[config.mk]
export PLATFORM = sky130hd
export DESIGN_NAME = scg_cmd_sched
export DESIGN_NICKNAME = d
export VERILOG_FILES = /design/src/rtl/scg_pkg.sv /design/src/rtl/scg_ref_timer.sv /design/src/rtl/scg_cmd_sched.sv
export SDC_FILE = /design/constraint.sdc
export NUM_CORES = 1
export LEC_CHECK = 0
export CAP_MARGIN = 10
export CORE_MARGIN = 3
export CORE_UTILIZATION = 38
export DETAILED_ROUTE_END_ITERATION = 16
export HOLD_SLACK_MARGIN = 0.08
export PLACE_DENSITY_LB_ADDON = 0.25
export RECOVER_POWER = 50
export SYNTH_ARGS = -nofsm -noshare
export SYNTH_HDL_FRONTEND = slang
export SYNTH_SLANG_ARGS = --single-unit
[constraint.sdc]
create_clock -name clk -period 3.8 [get_ports clk]
set_input_delay 0.95 -clock clk [delete_from_list [all_inputs] [get_ports clk]]
set_output_delay 0.95 -clock clk [all_outputs]
set_load 0.1 [all_outputs]
[src/rtl/scg_pkg.sv]
// Shared types for the SDRAM command scheduler and the burst-mode opcode FSM.
package scg_pkg;

  typedef enum logic [2:0] {
    NONE       = 3'd0,
    HOLD       = 3'd1,
    SELF_REF   = 3'd2,
    AUTO_REF   = 3'd3,
    READ_NB    = 3'd4,
    READ_BRST  = 3'd5,
    WRITE_NB   = 3'd6,
    WRITE_BRST = 3'd7
  } opcode_type_e;

  typedef enum logic [2:0] {
    StInitWait = 3'd0,
    StArb      = 3'd1,
    StIssue    = 3'd2,
    StBusy     = 3'd3,
    StSleep    = 3'd4,
    StWake     = 3'd5
  } sched_state_e;

endpackage

[src/rtl/scg_ref_timer.sv]
// Auto-refresh interval timer and postponed-refresh counter.
module scg_ref_timer #(
  parameter int unsigned REF_INTERVAL = 780,
  parameter int unsigned MAX_PEND     = 4,
  parameter int unsigned CNT_W        = 10,
  parameter int unsigned PEND_W       = $clog2(MAX_PEND + 1)
) (
  input  logic              clk,
  input  logic              n_rst,
  input  logic              issue,
  input  logic              clear,
  output logic              tick,
  output logic [PEND_W-1:0] pend,
  output logic              urgent,
  output logic              overrun
);

  logic [CNT_W-1:0]  cnt_q, cnt_d;
  logic [PEND_W-1:0] pend_q, pend_d;
  logic              overrun_q, overrun_d;

  always_comb begin
    tick  = 1'b0;
    cnt_d = cnt_q + 1'b1;
    if (clear) begin
      cnt_d = '0;
    end else if (cnt_q == CNT_W'(REF_INTERVAL - 1)) begin
      cnt_d = '0;
      tick  = 1'b1;
    end
  end

  assign urgent = (pend_q == PEND_W'(MAX_PEND));

  // A tick and an issued refresh in the same cycle cancel out.
  always_comb begin
    pend_d    = pend_q;
    overrun_d = overrun_q | (tick & urgent);
    if (clear) begin
      pend_d = '0;
    end else if (tick && !issue && !urgent) begin
      pend_d = pend_q + 1'b1;
    end else if (issue && !tick && (pend_q != '0)) begin
      pend_d = pend_q - 1'b1;
    end
  end

  always_ff @(posedge clk or negedge n_rst) begin
    if (!n_rst) begin
      cnt_q     <= '0;
      pend_q    <= '0;
      overrun_q <= 1'b0;
    end else begin
      cnt_q     <= cnt_d;
      pend_q    <= pend_d;
      overrun_q <= overrun_d;
    end
  end

  assign pend    = pend_q;
  assign overrun = overrun_q;

endmodule

[src/rtl/scg_cmd_sched.sv]
// Command scheduler: arbitrates host reads/writes, auto-refresh and self-refresh
// into one registered opcode per FSM READY period.
module scg_cmd_sched
  import scg_pkg::*;
#(
  parameter int unsigned REF_INTERVAL = 780,
  parameter int unsigned MAX_PEND     = 4,
  parameter int unsigned CNT_W        = 10
) (
  input  logic       clk,
  input  logic       n_rst,
  input  logic       fsm_idle,
  input  logic       rd_req,
  input  logic       rd_burst,
  input  logic       wr_req,
  input  logic       wr_burst,
  input  logic       sleep_req,
  output logic [2:0] opcode,
  output logic       rd_ack,
  output logic       wr_ack,
  output logic       asleep,
  output logic       busy,
  output logic       ref_err
);

  localparam int unsigned PEND_W = $clog2(MAX_PEND + 1);

  sched_state_e      state_q, state_d;
  opcode_type_e      opcode_q, opcode_d, sel_code;
  logic              sel_valid, sel_rd, sel_wr;
  logic              rd_ack_q, rd_ack_d, wr_ack_q, wr_ack_d;
  logic              last_wr_q, last_wr_d;
  logic              ref_tick, ref_issue, ref_clear, ref_urgent, ref_overrun;
  logic [PEND_W-1:0] pend;
  logic              unused_ref_tick;

  assign unused_ref_tick = ref_tick;

  scg_ref_timer #(
    .REF_INTERVAL(REF_INTERVAL),
    .MAX_PEND    (MAX_PEND),
    .CNT_W       (CNT_W),
    .PEND_W      (PEND_W)
  ) u_ref_timer (
    .clk    (clk),
    .n_rst  (n_rst),
    .issue  (ref_issue),
    .clear  (ref_clear),
    .tick   (ref_tick),
    .pend   (pend),
    .urgent (ref_urgent),
    .overrun(ref_overrun)
  );

  // Read wins a read/write tie unless it was the last host grant.
  always_comb begin
    sel_valid = 1'b1;
    sel_rd    = 1'b0;
    sel_wr    = 1'b0;
    sel_code  = NONE;
    if (ref_urgent) begin
      sel_code = AUTO_REF;
    end else if (sleep_req) begin
      sel_code = SELF_REF;
    end else if (rd_req && (!wr_req || last_wr_q)) begin
      sel_code = rd_burst ? READ_BRST : READ_NB;
      sel_rd   = 1'b1;
    end else if (wr_req) begin
      sel_code = wr_burst ? WRITE_BRST : WRITE_NB;
      sel_wr   = 1'b1;
    end else if (pend != '0) begin
      sel_code = AUTO_REF;
    end else begin
      sel_valid = 1'b0;
    end
  end

  always_comb begin
    state_d   = state_q;
    opcode_d  = opcode_q;
    rd_ack_d  = 1'b0;
    wr_ack_d  = 1'b0;
    last_wr_d = last_wr_q;
    unique case (state_q)
      StInitWait: if (fsm_idle) state_d = StArb;
      StArb: begin
        if (fsm_idle && sel_valid) begin
          state_d  = StIssue;
          opcode_d = sel_code;
          rd_ack_d = sel_rd;
          wr_ack_d = sel_wr;
          if (sel_rd) last_wr_d = 1'b0;
          if (sel_wr) last_wr_d = 1'b1;
        end
      end
      StIssue: begin
        if (opcode_q == SELF_REF) begin
          state_d  = StSleep;
          opcode_d = HOLD;
        end else begin
          state_d  = StBusy;
          opcode_d = NONE;
        end
      end
      StBusy: if (fsm_idle) state_d = StArb;
      // HOLD keeps the FSM in self-refresh; NONE releases it.
      StSleep: begin
        if (!sleep_req) begin
          state_d  = StWake;
          opcode_d = NONE;
        end
      end
      StWake: if (fsm_idle) state_d = StArb;
      default: begin
        state_d  = StInitWait;
        opcode_d = NONE;
      end
    endcase
  end

  assign ref_issue = (state_q == StIssue) && (opcode_q == AUTO_REF);
  assign ref_clear = (state_q == StSleep) || (state_q == StWake) ||
                     ((state_q == StIssue) && (opcode_q == SELF_REF));

  always_ff @(posedge clk or negedge n_rst) begin
    if (!n_rst) begin
      state_q   <= StInitWait;
      opcode_q  <= NONE;
      rd_ack_q  <= 1'b0;
      wr_ack_q  <= 1'b0;
      last_wr_q <= 1'b1;
    end else begin
      state_q   <= state_d;
      opcode_q  <= opcode_d;
      rd_ack_q  <= rd_ack_d;
      wr_ack_q  <= wr_ack_d;
      last_wr_q <= last_wr_d;
    end
  end

  assign opcode  = opcode_q;
  assign rd_ack  = rd_ack_q;
  assign wr_ack  = wr_ack_q;
  assign asleep  = (state_q == StSleep);
  assign busy    = (state_q != StArb);
  assign ref_err = ref_overrun;

endmodule
==> run metrics <==
Layout fillers=330; routability cong.=0.792; Clock Latency Late Sink=0.32 ns; GRT Util Overall=0.137; Boundary Pins=16; die area=4310 um^2; CP startpoint kind=flip-flop; core area=3390 um^2; Die Span Y=65.6 um; DP HPWL=1960 um; slew margin rel.=0.299; Root Driver=clkbuf_4; reg2reg path depth=7; largest net degree at the start of global routing=24; maximum VDD drop=324 uV; asr flop ratio synth=1.00; DRT Wirelength=2590 um; worst hold stages=1; Critical Path AT=3.13 ns; Antenna Cells=0; status=finished clean; vias in the first global route=993; max-capacitance violation count=0; Layout Area Growth over Synthesis=14.9%; Starting Density=0.399; maximum clock frequency=345 MHz; worst flop-to-flop path endpoint=u_ref_timer.pend[2]; Hold Path Origin=u_ref_timer.cnt_q[0]; reg-to-reg startpoint=state_q[2]; RSZ-0062 raised after global routing=no; post-cts resize count=0; Synth Register Bits=23; layout cells sized above 1=0.105; # DRC=0; setup TNS=0 ns; PD cells=653 nW/um^2; global-route wire length before repair=4550 um; worst min-delay path class=reg -> reg; TritonCTS clock tree=done; CTS Buf Count=3; DR WL/cell=13.0 um; post-layout min period=2.90 ns; Mapped Cells=140; GRT overflow=0; most common cell in the netlist=dfrtp_1; Synth top cells by count=22 x dfrtp_1, 18 x nor2_1, 11 x nand2_1, 10 x a21oi_1; synth unique cells=50; Reg clk slew, reported paths=0.13 ns; met3 GRT Util=0.0359; worst reg-to-reg setup slack=0.90 ns; CP Capture Type=flip-flop; Row Count=21; post-synth top area share=0.407; leading area contributor after synthesis=dfrtp_1; Worst Hold End=u_ref_timer.cnt_q[0]; CTS Buffer Depth=2; # setup viols final=0; CTS Hold Bufs=0; DIE WIDTH=65.6 um; DR pass1 iterations=4; Tcrit/Tclk final=0.763; mapped cell area=1350 um^2; met1 Resource Use GR=0.182; ys flop type=dfrtp_1; Post-synth EDFFs=0; antenna violations before repair=0; CP required=4.03 ns; Mean Syn Cell Area=9.65 um^2; worst-case clock skew=0.0175 ns; Syn Nets=150; final antenna-violating net count=0; port bufs=15; CTS sink cnt=23; count of final max-slew check failures=0; yosys warns=0; Placed Area=1530 um^2; routed vias/inst=5.17; post-layout instance area=1550 um^2; first-iteration detailed-routing DRC count=69; Leak=0.000679 uW; post-CTS setup buffer count=0; Final nets=164; synth top area cells=dfrtp_1 41%, nor2_1 5.0%, xnor2_1 3.9%, a21oi_1 3.7%, nand2_1 3.1%; Setup CP Type=reg -> reg; Worst Tran Pin Value=1.05 ns; Seq/Total Area, Yosys=0.427; Critical Path Fanout Max=9; gr busiest metal=met2; via total after detailed routing=1029; met2 Resource Use GR=0.215; H-Tree Depth=1; Hold Fails Final Rpt=0
through the flow:
stage / utilization / std cells / hold slack, ns / setup slack (ns) / total power, uW
global route: 0.458 / 199 / 0.535 / 0.694 / 1090
finish: 0.458 / 199 / 0.497 / 0.900 / 1010
global placement: 0.452 / 195 / 0.475 / 0.913 / 899
floorplan: - / 140 / 0.455 / 0.603 / 801
CTS: 0.460 / 199 / 0.504 / 0.892 / 1020
detailed placement: 0.452 / 195 / 0.476 / 0.892 / 909
logic make-up (layout without fill, tap and decap cells):
logic type,count (synthesis),count (layout),synth area share
muxes,6,6,0.0583
xor gates and xnor gates,8,8,0.0519
buffers and inverters,13,26,0.0380
adders and majority gates,2,2,0.0241
and+or+nand+nor,62,62,0.270
AOI/OAI and AO/OA,26,26,0.131
DFF,23,23,0.427
state kept, by name (all words and copies together), names as in the netlist:
name,count
state_q,3
u_ref_timer.overrun,1
opcode,3
wr_ack,1
last_wr_q,1
u_ref_timer.pend,3
u_ref_timer.cnt_q,10
rd_ack,1
report_power, final:
group	leakage (uW)	internal [uW]	total, uW	switching (uW)
sequential	0.000295	318	400	81.4
clock	0.0000150	41.1	116	74.5
combinational	0.000369	168	499	332
routing by layer:
metal | wire length, um | part of all wire
met1 | 1190 | 0.46
met2 | 1280 | 0.49
met3 | 87 | 0.034
met4 | 38 | 0.015
met5 | 0 | 0
area by class of cell:
type                            count  area, um^2  share of cell area
Tap cell                           46        57.6              0.0371
Sequential cell                    23         577               0.371
Multi-Input combinational cell    104         717               0.462
Clock buffer                        4        26.3              0.0169
Inverter                            6        22.5              0.0145
Timing Repair Buffer               16         153              0.0983
worst max-delay path by stage:
stage	depth (start not counted)	endpoint	slack, ns	startpoint
2_1_floorplan	7	u_ref_timer.pend[2]	0.60	opcode[1]
6_report	7	u_ref_timer.pend[2]	0.90	state_q[2]
5_1_grt	7	u_ref_timer.pend[2]	0.69	opcode[0]
4_1_cts	7	u_ref_timer.pend[2]	0.89	state_q[2]
3_3_place_gp	5	opcode[1]	0.91	wr_req
3_5_place_dp	5	opcode[1]	0.89	wr_req
placed cells by master (no fill, tap or decap), types with 2 or more instances in the layout:
cell | Yosys | final
clkbuf_4 | 0 | 3
inv_1 | 6 | 6
a21oi_1 | 10 | 10
nand2_1 | 11 | 11
nor4_1 | 2 | 2
clkdlybuf4s50_1 | 0 | 10
xnor2_1 | 6 | 6
dlygate4sd3_1 | 0 | 3
mux2i_1 | 3 | 3
dfrtp_1 | 22 | 22
mux2_2 | 2 | 2
nor3b_1 | 2 | 2
xor2_1 | 2 | 2
buf_4 | 0 | 3
nor2_1 | 18 | 18
o21ai_0 | 3 | 3
nor3_1 | 3 | 3
nand3_1 | 4 | 4
nor2b_1 | 4 | 4
nand2b_1 | 4 | 4
worst max-delay path: stages, from the launching register on:
cell	delay (ns)
dfrtp_1	0.49
nor3b_2	0.47
a21oi_1	0.29
and3_2	0.27
fa_1	0.41
a211o_1	0.24
mux4_1	0.46
and2_1	0.17
Power figures use the tool's default switching activity.
